[src/rtl/rr_arbiter10_pkg.sv]
// Shared constants, state encoding and code decode
// for the 10-way round-robin arbiter.
package rr_arbiter10_pkg;

  localparam int N_REQ  = 10;
  localparam int CODE_W = 4;

  localparam logic [CODE_W-1:0] CODE_NONE = '0;

  typedef enum logic [1:0] {
    IDLE  = 2'd0,
    GRANT = 2'd1,
    GAP   = 2'd2
  } state_t;

  // Code k+1 selects bit k; 0 and 11..15 give all-zero
  function automatic logic [N_REQ-1:0] code2onehot(
    input logic [CODE_W-1:0] code
  );
    logic [N_REQ-1:0] oh;
    oh = '0;
    for (int k = 0; k < N_REQ; k++) begin
      if (code == CODE_W'(k + 1)) oh[k] = 1'b1;
    end
    return oh;
  endfunction

endpackage

[src/rtl/rr_arbiter10_if.sv]
// Request/grant bundle between the requesters and
// the round-robin arbiter.
interface rr_arbiter10_if;
  import rr_arbiter10_pkg::*;

  logic              i_en;
  logic [N_REQ-1:0]  i_req;
  logic              i_release;
  logic [CODE_W-1:0] o_grant_code;
  logic [N_REQ-1:0]  o_grant;
  logic              o_valid;
  logic              o_timeout;

  modport master (
    output i_en, i_req, i_release,
    input  o_grant_code, o_grant, o_valid, o_timeout
  );

  modport slave (
    input  i_en, i_req, i_release,
    output o_grant_code, o_grant, o_valid, o_timeout
  );

endinterface

[src/rtl/rr_arbiter10_pick.sv]
// Circular-priority picker: first set request
// strictly after ptr, wrapping modulo 10.
module rr_pick10
  import rr_arbiter10_pkg::*;
(
  input  logic [N_REQ-1:0]  req,
  input  logic [CODE_W-1:0] ptr,
  output logic [CODE_W-1:0] idx,
  output logic              hit
);

  logic [CODE_W-1:0] w_j;

  // Scan farthest-first so the nearest hit wins
  always_comb begin
    idx = '0;
    hit = 1'b0;
    w_j = '0;
    for (int i = N_REQ; i >= 1; i--) begin
      w_j = CODE_W'((int'(ptr) + i) % N_REQ);
      if (req[w_j]) begin
        idx = w_j;
        hit = 1'b1;
      end
    end
  end

endmodule

[src/rtl/rr_arbiter10.sv]
// Round-robin arbiter with hold/release handshake,
// forced dead cycle between owners and hold watchdog.
module rr_arbiter10
  import rr_arbiter10_pkg::*;
#(
  parameter int MAX_HOLD = 16
) (
  input  logic            i_clk,
  input  logic            i_rst_n,
  rr_arbiter10_if.slave   bus
);

  localparam int CNT_W =
    (MAX_HOLD > 0) ? $clog2(MAX_HOLD + 1) : 1;
  localparam logic [CNT_W-1:0] CNT_MAX =
    CNT_W'(MAX_HOLD);
  localparam logic [CNT_W-1:0] CNT_LAST =
    CNT_W'(MAX_HOLD - 1);

  state_t            r_state;
  state_t            w_nxt;
  logic [CODE_W-1:0] r_code;
  logic [CODE_W-1:0] w_code;
  logic [CODE_W-1:0] r_ptr;
  logic [CODE_W-1:0] w_ptr;
  logic [CNT_W-1:0]  r_cnt;
  logic [CNT_W-1:0]  w_cnt;
  logic              r_tmo;
  logic              w_tmo;
  logic [CODE_W-1:0] w_idx;
  logic              w_hit;
  logic              w_rel;
  logic              w_expire;

  rr_pick10 u_pick (
    .req (bus.i_req),
    .ptr (r_ptr),
    .idx (w_idx),
    .hit (w_hit)
  );

  // r_ptr holds the owner index while in GRANT
  assign w_rel =
    bus.i_release || !bus.i_req[r_ptr];
  assign w_expire =
    (MAX_HOLD != 0) && (r_cnt == CNT_LAST);

  always_ff @(posedge i_clk or negedge i_rst_n) begin
    if (!i_rst_n) begin
      r_state <= IDLE;
      r_code  <= CODE_NONE;
      r_ptr   <= CODE_W'(N_REQ - 1);
      r_cnt   <= '0;
      r_tmo   <= 1'b0;
    end else begin
      r_state <= w_nxt;
      r_code  <= w_code;
      r_ptr   <= w_ptr;
      r_cnt   <= w_cnt;
      r_tmo   <= w_tmo;
    end
  end

  always_comb begin
    w_nxt  = r_state;
    w_code = r_code;
    w_ptr  = r_ptr;
    w_cnt  = r_cnt;
    w_tmo  = 1'b0;
    unique case (1'b1)
      (r_state == GRANT): begin
        if (r_cnt != CNT_MAX) w_cnt = r_cnt + 1'b1;
        // A real release beats a coincident timeout
        if (w_rel || w_expire) begin
          w_nxt  = GAP;
          w_code = CODE_NONE;
          w_tmo  = !w_rel;
        end
      end
      default: begin
        w_nxt  = IDLE;
        w_code = CODE_NONE;
        if (bus.i_en && w_hit) begin
          w_nxt  = GRANT;
          w_code = w_idx + CODE_W'(1);
          w_ptr  = w_idx;
          w_cnt  = '0;
        end
      end
    endcase
  end

  always_comb begin
    bus.o_grant_code = r_code;
    bus.o_grant      = code2onehot(r_code);
    bus.o_valid      = (r_code != CODE_NONE);
    bus.o_timeout    = r_tmo;
  end

endmodule

[src/flat_wrapper.sv]
// flat-port wrapper written by rule: the top's interface ports become plain ports
module rr_arbiter10_flat import rr_arbiter10_pkg::*;
#(
  parameter int MAX_HOLD = 16
)
  (i_clk, i_rst_n, bus_i_en, bus_i_req, bus_i_release, bus_o_grant_code, bus_o_grant, bus_o_valid, bus_o_timeout);
  rr_arbiter10_if bus_i ();
  input  logic i_clk;
  input  logic i_rst_n;
  input wire logic [$bits(bus_i.i_en)-1:0] bus_i_en;
  input wire logic [$bits(bus_i.i_req)-1:0] bus_i_req;
  input wire logic [$bits(bus_i.i_release)-1:0] bus_i_release;
  output wire logic [$bits(bus_i.o_grant_code)-1:0] bus_o_grant_code;
  output wire logic [$bits(bus_i.o_grant)-1:0] bus_o_grant;
  output wire logic [$bits(bus_i.o_valid)-1:0] bus_o_valid;
  output wire logic [$bits(bus_i.o_timeout)-1:0] bus_o_timeout;
  assign bus_i.i_en = bus_i_en;
  assign bus_i.i_req = bus_i_req;
  assign bus_i.i_release = bus_i_release;
  assign bus_o_grant_code = bus_i.o_grant_code;
  assign bus_o_grant = bus_i.o_grant;
  assign bus_o_valid = bus_i.o_valid;
  assign bus_o_timeout = bus_i.o_timeout;
  rr_arbiter10 #(.MAX_HOLD(MAX_HOLD)) u_core (.i_clk(i_clk), .i_rst_n(i_rst_n), .bus(bus_i));
endmodule
[config.mk]
export PLATFORM = sky130hd
export DESIGN_NAME = rr_arbiter10_flat
export DESIGN_NICKNAME = d
export VERILOG_FILES = /design/src/rtl/rr_arbiter10_pkg.sv /design/src/rtl/rr_arbiter10_if.sv /design/src/rtl/rr_arbiter10_pick.sv /design/src/rtl/rr_arbiter10.sv /design/src/flat_wrapper.sv
export SDC_FILE = /design/constraint.sdc
export NUM_CORES = 1
export LEC_CHECK = 0
export CAP_MARGIN = 15
export CORE_MARGIN = 4
export CORE_UTILIZATION = 65
export CTS_CLUSTER_DIAMETER = 120
export CTS_CLUSTER_SIZE = 8
export DETAILED_ROUTE_END_ITERATION = 6
export PLACE_DENSITY_LB_ADDON = 0.05
export SYNTH_ARGS = -nofsm -noshare
export SYNTH_HDL_FRONTEND = slang
export SYNTH_SLANG_ARGS = --single-unit
[constraint.sdc]
create_clock -name i_clk -period 10.29 [get_ports i_clk]
set_input_delay 2.058 -clock i_clk [delete_from_list [all_inputs] [get_ports i_clk]]
set_output_delay 2.058 -clock i_clk [all_outputs]
set_load 0.02 [all_outputs]
==> results.py, run 1 <==
metrics = {
    "run": {
        "cap_violations": 0,
    },
    "logic_synthesis": {
        "synthArstFlopShare_pct": 100.0,
        "syn_area_um2": 5054,
        "yosys-top-cells-area": "ha_1, dfrtp_1, mux2i_1, nor2_1, nand2_1",
        "syn_area_per_cell_um2": 7.669,
        "netlist_instances": 659,
        "ys_ff_latch": 16,
        "yosysMostFrequentCell": "nor2_1",
        "ys_types": 105,
        "synth_top_area_cell": "ha_1",
        "yosys_warnings": 0,
        "synth_top_cell_area_share_pct": 10.40,
        "synth_nets": 715,
        "synth_flop_cell": "dfrtp_1",
        "synth-edff-count": 0,
        "synth_common_cells": "nor2_1, nand2_1, ha_1",
        "ys_seq_area_share_pct": 7.972,
    },
    "sta": {
        "fin_tns_setup_ns": 0,
        "finalMaxSlewViolations": 0,
        "relSlewSlack_pct": 24.08,
        "fin_crit_ns": 6.048,
        "grt_setup_unrepaired": "no",
        "hold_viol_final": 0,
        "setup_violations": 0,
        "finalClockSkew_ns": 0.005966,
        "worst_pin_slew_ns": 1.139,
        "fin_crit_sh_pct": 58.78,
        "layout_setup_ws_ns": 4.242,
        "fmax_ghz": 0.1653,
    },
    "clocking": {
        "cts-resized-gates": 0,
        "clock-sinks": 16,
        "clk_pin_slew_ns": 0.06,
        "clkLatencyLatePin_ns": 0.24,
        "clk_path_buf_depth": 2,
        "cts_buffers": 3,
        "cts-root-buf": "clkbuf_8",
        "hold_buffers": 0,
        "h-tree-depth": 1,
        "post_cts_buffers": 0,
        "tritoncts": "built",
    },
    "floorplanning": {
        "die_w_um": 96.18,
        "start_util_pct": 68.21,
        "num_rows": 31,
        "die_h_um": 96.18,
        "coreArea_um2": 7408,
        "dieArea_um2": 9250,
        "io_pins": 30,
    },
    "setup_path": {
        "worstSetupStartpointType": "register",
        "crit_top_cell": "ha_1",
        "criticalPathCategory": "register to register",
        "crit_required_ns": 10.46,
        "cp_top_family": "compound AO/OA/AOI/OAI gates",
        "cp_num_cells": 15,
        "worstPathCellList": "buf_4 > ha_1 > a21oi_2 > inv_1 > ha_1 > nor2b_1 > o2111ai_1 > and3b_1 > or3_1 > or4_4 > o211ai_1 > nor3_1 > a31oi_1 > a21boi_0 > a221o_1",
        "cp.arrival_ns": 6.22,
        "reg2regPathDepth": 15,
        "critical_path.max_stage_delay_ns": 1.00,
        "crit_slowest_cell": "ha_1",
        "cp_num_buf_inv": 2,
        "path_max_fanout": 35,
        "critPathCaptureType": "register",
    },
    "global_routing": {
        "antenna_found_initial": 0,
        "grt_use_total_pct": 31.10,
        "grt-ovfl-total": 0,
        "grt_max_degree": 36,
        "grt_pass1_vias": 4776,
        "grt_pass1_wl_um": 23290,
    },
    "layout": {
        "diodes": 0,
        "drive_gt1_share_pct": 9.589,
        "syn_to_final_growth_pct": 4.580,
        "nets": 714,
        "design_area_um2": 5285,
    },
    "placed_design": {
        "numPortBuffers": 29,
        "routabilityCongestion": 0.9677,
        "dp_hpwl_um": 11220,
        "dpl_worst_slack_ns": 4.353,
        "placed_area_um2": 5240,
    },
    "hold_path": {
        "whs_path_depth": 1,
        "min_path_type": "register to register",
    },
    "status": {
        "status": "complete, no violations",
    },
    "detailed_routing": {
        "ant_nets": 0,
        "drt-pass1-iter-count": 5,
        "post-route-drc-count": 0,
        "vias": 5278,
        "post_drt_wl_per_cell_um": 19.25,
        "vias_per_cell": 6.981,
        "drt_iter0_markers": 443,
        "routed_wl_um": 14550,
    },
}
==> sequential cells by signal, indices dropped and copies added (netlist names) <==
signal and cells:
u_core.r_state 2, u_core.bus.o_grant_code 4, u_core.r_ptr 4, u_core.bus.o_timeout 1
u_core.r_cnt 5
==> cell type report <==
type / count / area [um2]
clock buffer: 4 / 45.04
multi-input combinational: 581 / 4309
inverter: 24 / 90.09
tap: 99 / 123.9
fill: 611 / 2123
timing repair buffer: 32 / 312.8
sequential: 16 / 404.1
==> logic make-up after synthesis <==
group | Yosys count | share of synthesized area [%]
mux | 42 | 9.557
compound gates | 222 | 32.88
fa+ha+maj | 44 | 10.82
simple gates | 242 | 25.97
flops | 16 | 7.972
xor+xnor | 31 | 6.041
buf+inv | 62 | 6.759
==> per-stage QoR <==
stage	util, %	cells	hold slack [ns]
floorplan	-	659	0.4955
global placement	70.73	752	0.5216
detailed placement	70.73	752	0.5315
CTS	71.34	756	0.5399
global route	71.34	756	0.5742
finish	71.34	756	0.5400
==> placed cells by master (no fill, tap or decap), types with 9 or more instances in the layout <==
master and n:
xnor2_1 20, a211oi_1 11, nand2_1 53, mux2_2 9, clkdlybuf4s50_1 29, a31oi_1 10, nor3_1 21, o211ai_1 11
nand3_1 9, a21oi_1 38, o21ai_0 24, nor2_1 61, a21o_1 11, nand2b_1 20, nor2b_1 10, inv_1 21
mux2i_1 28, ha_1 42, o21ai_1 9, dfrtp_1 13
==> final timing paths <==
| check | start | to | slack, ns |
|---|---|---|---|
| setup / recovery | u_core.r_ptr[2] | u_core.bus.o_grant_code[3] | 4.24 |
| hold / removal | u_core.r_cnt[0] | u_core.r_cnt[0] | 0.54 |
| setup reg to reg | u_core.r_ptr[2] | u_core.bus.o_grant_code[3] | 4.24 |
| hold reg to reg | u_core.r_cnt[0] | u_core.r_cnt[0] | 0.54 |
| max in group asynchronous | i_rst_n | u_core.r_ptr[2] | 7.58 |
| min in group asynchronous | i_rst_n | u_core.r_cnt[1] | 2.23 |
==> routing by layer <==
layer | track usage, % | share of wire (%) | vias up | wire length [um]
met1 | 41.92 | 44 | 2512 | 6444
met5 | 0 | 0 | - | 0
met2 | 51.93 | 47 | 213 | 6871
met3 | 2.737 | 5.6 | 36 | 808
met4 | 10.31 | 2.9 | 0 | 428
li1 | - | - | 2517 | -
Power of run 1 is left out: the tool's default activity adds up to more than one toggle a clock period on the data nets, which glitch-free logic cannot reach.
==> run 2: changes to the inputs <==
Settings changed: CORE_UTILIZATION 65 to 57.
Clock period 10.29 ns to 5.3 ns, I/O delays scaled along.
==> results.py, run 2 (same netlist as run 1, synthesis figures left out) <==
metrics = {
    "status": {
        "status": "complete, no violations",
    },
    "detailed_routing": {
        "post-route-drc-count": 0,
        "vias_per_cell": 6.864,
        "drt_iter0_markers": 576,
        "vias": 5368,
        "routed_wl_um": 15670,
        "ant_nets": 0,
        "drt-pass1-iter-count": 5,
        "post_drt_wl_per_cell_um": 20.03,
    },
    "setup_path": {
        "worstSetupStartpointType": "register",
        "criticalPathCategory": "register to register",
        "crit_slowest_cell": "dfstp_2",
        "worstPathCellList": "buf_6 > and3b_1 > nor2_1 > nand2_1 > ha_1 > nand2b_1 > a211oi_1 > a21o_1 > nand4_1 > a2111oi_2 > a221oi_2 > a2111o_1 > a22oi_2 > inv_1 > ha_1 > a22o_1",
        "path_max_fanout": 31,
        "critPathCaptureType": "register",
        "crit_required_ns": 5.44,
        "critical_path.max_stage_delay_ns": 0.69,
        "crit_top_cell": "ha_1",
        "cp.arrival_ns": 5.15,
    },
    "layout": {
        "syn_to_final_growth_pct": 8.047,
        "drive_gt1_share_pct": 12.31,
        "final_common_cell": "nor2_1",
        "regMostFlops": "u_core.r_cnt",
        "diodes": 0,
        "nets": 731,
        "layout_common_cells": "nor2_1, nand2_1, ha_1, a21oi_1, clkdlybuf4s50_1",
        "largest_reg_flops": 5,
    },
    "clocking": {
        "clkLatencyLatePin_ns": 0.25,
        "post_cts_buffers": 0,
        "tritoncts": "built",
        "clk_pin_slew_ns": 0.07,
        "cts-root-buf": "clkbuf_8",
        "cts_buffers": 3,
        "hold_buffers": 0,
        "h-tree-depth": 1,
        "clk_path_buf_depth": 2,
        "clock-sinks": 16,
        "cts-resized-gates": 0,
    },
    "sta": {
        "finalClockSkew_ns": 0.002943,
        "finalMaxSlewViolations": 0,
        "setup_violations": 0,
        "worst_pin_slew_ns": 0.7629,
        "relSlewSlack_pct": 48.98,
        "grt_setup_unrepaired": "no",
        "fin_crit_ns": 5.006,
        "fin_tns_setup_ns": 0,
        "fmax_ghz": 0.1998,
        "fin_crit_sh_pct": 94.44,
        "hold_viol_final": 0,
    },
    "placed_design": {
        "numPortBuffers": 29,
        "dp_hpwl_um": 12530,
        "routabilityCongestion": 0.9949,
    },
    "floorplanning": {
        "io_pins": 30,
        "dieArea_um2": 10440,
        "coreArea_um2": 8678,
        "die_h_um": 102.2,
        "num_rows": 34,
        "die_w_um": 102.2,
        "start_util_pct": 58.23,
    },
    "hold_path": {
        "min_path_type": "register to register",
    },
    "global_routing": {
        "antenna_found_initial": 0,
        "grt_max_degree": 35,
        "grt_pass1_vias": 4875,
        "grt-ovfl-total": 0,
        "grt_pass1_wl_um": 24850,
        "grt_use_total_pct": 29.71,
    },
    "run": {
        "cap_violations": 0,
    },
}
run 2: routing by layer:
metal	wire, um	vias up	GRT usage, %
li1	-	2559	-
met1	6918	2549	41.18
met2	7417	222	50.52
met3	872	38	1.980
met4	458	0	6.862
met5	0	-	0
run 2: worst max-delay path, delay by kind of cell (launching register included):
kind / cells / cell delay [ns]
AOI/OAI and AO/OA: 7 / 2.16
and+or+nand+nor: 5 / 1.06
DFF: 1 / 0.69
adders and majority gates: 2 / 0.59
buffers and inverters: 2 / 0.40
run 2: path summary, 6_finish.rpt:
check                                      from                         end  slack [ns]  cells after the start
max in group asynchronous               i_rst_n             u_core.r_ptr[2]        3.52                      1
min in group asynchronous               i_rst_n  u_core.bus.o_grant_code[3]        1.25                      1
worst min-delay path            u_core.r_cnt[0]             u_core.r_cnt[0]        0.55                      1
worst min register to register  u_core.r_cnt[0]             u_core.r_cnt[0]        0.55                      1
worst max register to register  u_core.r_ptr[3]  u_core.bus.o_grant_code[1]        0.29                     16
worst max-delay path            u_core.r_ptr[3]  u_core.bus.o_grant_code[1]        0.29                     16
run 2: layout make-up:
type                       instances  area, um2
fill                             789       3218
clock buffer                       4      55.05
multi-input combinational        581       4319
inverter                          24      90.09
timing repair buffer              49      456.7
tap                              108      135.1
sequential                        16      404.1
run 2: metrics by stage:
stage | cells | cell area, um2 | utilization (%) | hold slack, ns | setup WS, ns
6_report | 782 | 5460 | 62.92 | 0.5535 | 0.2945
5_1_grt | 782 | 5460 | 62.92 | 0.5766 | 0.02263
4_1_cts | 782 | 5446 | 62.76 | 0.5445 | 0.2047
3_5_place_dp | 778 | 5391 | 62.13 | 0.5339 | 0.2211
3_3_place_gp | 778 | 5391 | 62.13 | 0.5261 | 0.3379
2_1_floorplan | 659 | 5054 | - | 0.4955 | 0.2841
Power of run 2 is left out for the same reason.
